[config.mk]
export PLATFORM = sky130hd
export DESIGN_NAME = cache_refill_controller
export DESIGN_NICKNAME = d
export VERILOG_FILES = /design/src/rtl/cache_refill_controller.sv
export SDC_FILE = /design/constraint.sdc
export NUM_CORES = 1
export LEC_CHECK = 0
export CAP_MARGIN = 20
export CORE_UTILIZATION = 25
export CTS_CLUSTER_SIZE = 20
export DETAILED_ROUTE_END_ITERATION = 6
export PLACE_DENSITY = 0.59
export SLEW_MARGIN = 30
export SYNTH_ARGS = -nofsm -noshare
export SYNTH_HDL_FRONTEND = slang
export SYNTH_SLANG_ARGS = --single-unit
[constraint.sdc]
create_clock -name CLK -period 2.55 [get_ports CLK]
set_clock_uncertainty 0.15 [all_clocks]
set_input_delay 0.6375 -clock CLK [delete_from_list [all_inputs] [get_ports CLK]]
set_output_delay 0.6375 -clock CLK [all_outputs]
set_load 0.03 [all_outputs]
[src/rtl/cache_refill_controller.sv]
// cache_refill_controller: fetch-side cache miss sequencer (COMPARE/FETCH/ALLOCATE) with optional hit/miss statistics.
//   Optional statistics counters are built only when CACHE_STATS_EN is defined; otherwise CNT_HIT/CNT_MISS read 0.
//   Ports:
//     CLK        in   system clock, rising edge
//     RESET      in   asynchronous active-low reset
//     REQ        in   fetch request, sampled only in IDLE
//     HIT        in   combinational tag match from the cache
//     Access_MM  out  main-memory read enable (FETCH)
//     Refill_WE  out  one-cycle line-fill write (ALLOCATE)
//     STALL      out  holds PC / fetch stage
//     DONE       out  one-cycle pulse, Data_Cache valid
//     CONT       out  state encoding
//     CNT_HIT    out  first-compare hit count (saturating)
//     CNT_MISS   out  miss count (saturating)
module cache_refill_controller #(
  parameter int MM_LATENCY = 2,
  parameter int CNT_W = 20
) (
  input  logic             CLK,
  input  logic             RESET,
  input  logic             REQ,
  input  logic             HIT,
  output logic             Access_MM,
  output logic             Refill_WE,
  output logic             STALL,
  output logic             DONE,
  output logic [1:0]       CONT,
  output logic [CNT_W-1:0] CNT_HIT,
  output logic [CNT_W-1:0] CNT_MISS
);
  typedef enum logic [1:0] {IDLE = 2'b00, COMPARE = 2'b01, FETCH = 2'b10, ALLOCATE = 2'b11} state_t;
  state_t     state_q;
  logic [3:0] lat_q;
  logic       refill_q;
  always_ff @(posedge CLK or negedge RESET)
    if (!RESET) begin
      state_q  <= IDLE;
      lat_q    <= '0;
      refill_q <= 1'b0;
    end else begin
      case (state_q)
        IDLE: if (REQ) begin
          state_q  <= COMPARE;
          refill_q <= 1'b0;
        end
        COMPARE: if (HIT) state_q <= IDLE;
        else begin
          state_q <= FETCH;
          lat_q   <= 4'(MM_LATENCY - 1);
        end
        FETCH: begin
          lat_q   <= (lat_q == 4'd0) ? lat_q : lat_q - 4'd1;
          state_q <= (lat_q == 4'd0) ? ALLOCATE : FETCH;
        end
        default: begin
          refill_q <= 1'b1;
          state_q  <= COMPARE;
        end
      endcase
    end
  always_comb begin
    Access_MM = state_q == FETCH;
    Refill_WE = state_q == ALLOCATE;
    DONE      = state_q == COMPARE && HIT;
    STALL     = state_q == FETCH || state_q == ALLOCATE || (state_q == COMPARE && !HIT);
    CONT      = state_q;
  end
`ifdef CACHE_STATS_EN
  logic [CNT_W-1:0] hit_q, miss_q;
  // Re-compares after a refill (refill_q set) are not counted as hits or new misses.
  always_ff @(posedge CLK or negedge RESET)
    if (!RESET) begin
      hit_q  <= '0;
      miss_q <= '0;
    end else if (state_q == COMPARE && !refill_q) begin
      if (HIT && !(&hit_q)) hit_q <= hit_q + 1'b1;
      if (!HIT && !(&miss_q)) miss_q <= miss_q + 1'b1;
    end
  assign CNT_HIT  = hit_q;
  assign CNT_MISS = miss_q;
`else
  assign CNT_HIT  = '0;
  assign CNT_MISS = '0;
`endif
endmodule

### Yosys cells after proc, flatten, opt, wreduce, memory -nomap -nowiden

Index checks and enable logic that the tools add are counted.

| storage, ports and cells | value |
|---|---|
| output and inout port bits | 46 |
| register bits after elaboration | 6 |
| input port bits | 4 |

| cells by class | value |
|---|---|
| reduce and logical (&&, ||, !) cells | 9 |
| equal/unequal tests | 6 |
| add/subtract/negate cells | 1 |
| muxes and demuxes | 7 |

Operators with widths:

| kind | number |
|---|---|
| $mux W4 | 2 |
| $pmux W4 S2 | 1 |
| $ne A2 B2 Y1 const B | 3 |
| $pmux W2 S3 | 1 |
| $eq A2 B2 Y1 const B | 2 |
| $logic_not A4 Y1 | 1 |
| $mux W2 | 2 |
| $sub A4 B1 Y4 const B | 1 |
| $reduce_and A3 Y1 | 1 |
| $eq A2 B1 Y1 const B | 1 |
| $logic_and A1 B1 Y1 | 2 |
| $logic_not A2 Y1 | 1 |
| $logic_or A1 B1 Y1 | 2 |
| $reduce_bool A2 Y1 | 1 |
| $logic_not A1 Y1 | 1 |
| $mux W1 | 1 |

### Longest topological paths before layout

| depth | value |
|---|---|
| depth after elaboration | 3 |
| depth in mapped cells | 5 |

### Worst setup path before layout

Ideal clock, no wire load.

| timing path | value |
|---|---|
| kind | flip-flop to output port |
| start point | reg state_q[0], in the netlist CONT[0] |
| end point | out STALL |
| data required time | 1.762 ns |
| stages on the path, launching flop included | 4 |
| arrival time | 1.621 ns |
| path slack | 0.141 ns |
| buffers on the path | 0 |
| cell sequence | dfrtp_1 inv_1 ha_1 or3_1 |

| on the way | value |
|---|---|
| longest elaborated chain between the ends | 3 |
| elaborated cells on any way between the ends | 6 |

RTL lines:

| element | RTL line | source |
|---|---|---|
| start, declared | 32 | `state_t state_q;` |
| start signal, assigned | 53 | `state_q <= (lat_q == 4'd0) ? ALLOCATE : FETCH;` |
| $eq A2 B2 Y1 | n/a |  |
| net Access_MM | 23 | `output logic Access_MM,` |
| $logic_or A1 B1 Y1 (2 in a row) | 65 | `STALL = state_q == FETCH \|\| state_q == ALLOCATE \|\| (state_q == COMPARE && !HIT);` |
| end, declared | 25 | `output logic STALL,` |

The timed path passes the listed nets, and every way through them passes these cells.

### Final worst setup path

| timing path | value |
|---|---|
| start point | in HIT |
| end point | out STALL |

| on the way | value |
|---|---|
| longest elaborated chain between the ends | 3 |

RTL lines:

| element | RTL line | source |
|---|---|---|
| start, declared | 22 | `input logic HIT,` |
| $logic_not A1 Y1 | 65 |  |
| $logic_and A1 B1 Y1 | 65 |  |
| $logic_or A1 B1 Y1 | 65 |  |

Every way passes these cells.

==> summary.log <==
INFO  status         outcome=finished clean
INFO  clock_tree     tritoncts=built
INFO  final_layout   fin_util=27.27%
INFO  timing         report.final.hold_viol_count=0
INFO  placement      global_placement_routability_congestion=0.6324
INFO  yosys          syn_area=733.2um^2
INFO  clock_tree     clockBufferDepth=2
INFO  die            die_w=56.16um
INFO  hold_path      worst_hold_path_ep=lat_q[1]$_DFFE_PN0P_
INFO  clock_tree     postCtsSetupRepairBufs=0
INFO  routing        drt_pass1_iterations=4
INFO  pwr            static-leakage-power=0.4088nW
INFO  pwr            cellPowerDensity=1007nW/um^2
INFO  die            die_area=3153um^2
INFO  die            num_io_pins=50
INFO  global_route   via_count_of_the_first_global_routing_pass=359
INFO  placement      dp_hpwl=806.1um
INFO  final_layout   fin_nets=108
INFO  hold_path      worst_hold_path.num_cells=2
INFO  yosys          postSynthCellCount=81
INFO  timing         total_of_endpoints_with_negative_setup_slack_in_the_final_report=0
INFO  clock_tree     tritoncts_buffers=3
INFO  pwr            cellInternalPower=384.6uW
INFO  final_layout   final_layout_size_suffix_gt1_share=14.58%
INFO  final_layout   antenna_cells=0
INFO  flow_run       max_cap_viol_count=0
INFO  global_route   number_of_antenna_violations_at_the_first_check_in_global_routing=0
INFO  setup_path     critPathArrivalTime=1650ps
INFO  routing        postRouteAntennaNets=0
INFO  routing        drtIter0Drc=5
INFO  global_route   pin_count_of_the_biggest_net_entering_global_routing=8
INFO  placement      placedCellCount=124
INFO  clock_tree     clkSlewWorstSetupHoldPaths=50ps
INFO  yosys          synthTopCellsByArea=sky130_fd_sc_hd__buf_4, sky130_fd_sc_hd__dfrtp_1, sky130_fd_sc_hd__ha_1
INFO  clock_tree     cts_hold_repair.buffers=0
INFO  global_route   gr-usage-all-layers=6.305%
INFO  final_layout   layout_commonest_cell=sky130_fd_sc_hd__conb_1
INFO  routing        drt-wirelength-per-cell=7.339um
INFO  yosys          average_size_of_a_mapped_cell=9.052um^2
INFO  global_route   grt_pass1_wl=1518um
INFO  yosys          netlist-cell-type-count=24
INFO  routing        route.detailed.drc=0
INFO  timing         timing_max_transition_violations_final=0
INFO  die            initial_core_util=26.59%
INFO  pwr            share_seq_of_total_power=19.1%
INFO  die            rows=19
INFO  yosys          synth_top_area_share=40.96%
INFO  yosys          post_synthesis_sequential_element_count=6
INFO  setup_path     r2r.worst_path.cells=5
INFO  timing         rsz_0062_raised_after_global_routing=false
INFO  placement      port_buffers=9
INFO  pwr            pwr-share-comb=69.4%
INFO  clock_tree     tritoncts_num_sinks=6
INFO  final_layout   layout_common_cells=sky130_fd_sc_hd__conb_1, sky130_fd_sc_hd__dfrtp_1, sky130_fd_sc_hd__ha_1, sky130_fd_sc_hd__clkdlybuf4s50_1
INFO  setup_path     setup.reg_to_reg.worst_slack=740ps
INFO  setup_path     path_max_fanout=2
INFO  setup_path     critical_path_class=in -> out
INFO  timing         fmaxAchievable=0.4103GHz
INFO  final_layout   area_growth_syn_to_layout=2.560%
INFO  setup_path     timing.critical_path.from_type=primary input
INFO  routing        wl=932um
INFO  setup_path     critical_path.reg2reg.endpoint=lat_q[0]$_DFFE_PN0P_
INFO  die            dieHeight=56.16um
INFO  yosys          yosysWarningCount=0
INFO  setup_path     critPathRequiredTime=1760ps
INFO  pwr            ir_drop=0.4494mV
INFO  routing        via_count=449
INFO  clock_tree     clock_latency=240ps
INFO  pwr            power_switching_share=49.19%
INFO  clock_tree     root_buffer=sky130_fd_sc_hd__clkbuf_4
INFO  pwr            p_switching=372.4uW
INFO  hold_path      hold_start=lat_q[1]$_DFFE_PN0P_
INFO  hold_path      holdCritPathClass=reg -> reg
INFO  die            core-area=2758um^2
INFO  timing         finalCritPeriodShare=95.57%
INFO  pwr            power_frac_clock=11.5%
INFO  routing        route.detailed.vias_per_inst=3.535
INFO  clock_tree     post_cts.resized_instances=4
INFO  yosys          synth-seq-area-share=20.48%
INFO  setup_path     endpoint_kind=output port
INFO  timing         period_needed=2437ps
INFO  global_route   grt_overflow=0
INFO  yosys          synth_largest_area_cell=sky130_fd_sc_hd__buf_4
INFO  final_layout   fin_cells=127
INFO  setup_path     worstReg2RegStart=CONT[0]$_DFFE_PN0P_
INFO  clock_tree     cts_max_level=1
-- worst max path at each step --
stage                       end                 from  cells after the start  slack (ps)
after detailed placement  STALL                  HIT                      4        -310
after global placement    STALL                  HIT                      4        -290
after CTS                 STALL                  HIT                      4          -4
after floorplan           STALL  CONT[0]$_DFFE_PN0P_                      3         140
after global routing      STALL                  HIT                      4          70
final                     STALL                  HIT                      4         110
-- cell usage after synthesis --
master	n
sky130_fd_sc_hd__inv_1	5
sky130_fd_sc_hd__a31oi_1	1
sky130_fd_sc_hd__or3_1	2
sky130_fd_sc_hd__a21bo_4	1
sky130_fd_sc_hd__nand3_1	1
sky130_fd_sc_hd__buf_4	40
sky130_fd_sc_hd__nand4bb_1	1
sky130_fd_sc_hd__mux2i_1	1
sky130_fd_sc_hd__nand2_1	2
sky130_fd_sc_hd__and2_1	1
sky130_fd_sc_hd__nor2b_1	1
sky130_fd_sc_hd__nand2b_4	1
sky130_fd_sc_hd__dfrtp_1	6
sky130_fd_sc_hd__conb_1	1
sky130_fd_sc_hd__o211ai_1	1
sky130_fd_sc_hd__o22ai_1	1
sky130_fd_sc_hd__nand3b_1	1
sky130_fd_sc_hd__ha_1	6
sky130_fd_sc_hd__a22o_2	1
sky130_fd_sc_hd__mux2_4	1
sky130_fd_sc_hd__o21ai_0	1
sky130_fd_sc_hd__nor2_1	1
sky130_fd_sc_hd__o311ai_2	1
sky130_fd_sc_hd__nand2b_1	3
-- power by group through the flow --
stage	combinational [mW]	clock, mW	sequential, mW
after floorplan	0.407	0	0.172
after global placement	0.538	0	0.144
after detailed placement	0.548	0	0.147
after CTS	0.541	0.0918	0.146
after global routing	0.564	0.0990	0.148
final	0.526	0.0868	0.145
-- metal layers --
| metal | part of all wire, % | track usage, % |
|---|---|---|
| met5 | 0 | 0 |
| met4 | 1.6 | 4.181 |
| met3 | 12 | 2.093 |
| met2 | 45 | 9.864 |
| met1 | 42 | 7.275 |
-- cells by family (layout without fill, tap and decap cells) --
logic type | Yosys count | count (layout) | share of synthesized area, %
other | 1 | 40 | 0.5115
buffers and inverters | 45 | 21 | 43.52
AO/OA/AOI/OAI | 7 | 7 | 9.217
multiplexers | 2 | 2 | 3.412
AND/OR/NAND/NOR | 14 | 14 | 12.63
adder cells (fa/ha/maj) | 6 | 6 | 10.24
flip-flops | 6 | 6 | 20.48
-- final cells by class --
type | instances | area (um^2)
inverter | 5 | 18.77
tap | 31 | 38.79
multi-input combinational | 69 | 410.4
fill | 306 | 2006
timing repair buffer | 13 | 111.4
clock buffer | 3 | 22.52
sequential | 6 | 150.1
-- sequential cells by signal, summed over array words and instances, names as in the netlist --
register and cells:
CONT 2, lat_q 4
-- worst max-delay path, stage by stage --
cell,delay (ps)
sky130_fd_sc_hd__clkdlybuf4s50_1,480
sky130_fd_sc_hd__nor2b_1,60
sky130_fd_sc_hd__or3_1,290
sky130_fd_sc_hd__buf_2,180
-- stage by stage --
step	power [mW]	TNS, ps	area, um^2	setup WS, ps	hold slack (ps)
4_1_cts	0.7787	-4.484	758.2	-4.484	405.3
2_1_floorplan	0.5797	0	879.6	141.1	191.9
3_5_place_dp	0.6946	-306.7	735.7	-306.7	398.1
3_3_place_gp	0.6821	-294.3	735.7	-294.3	380.2
6_report	0.7570	0	752.0	112.9	402.3
5_1_grt	0.8110	0	752.0	65.87	422.1
No activity file was read; power rests on OpenSTA's default activity.
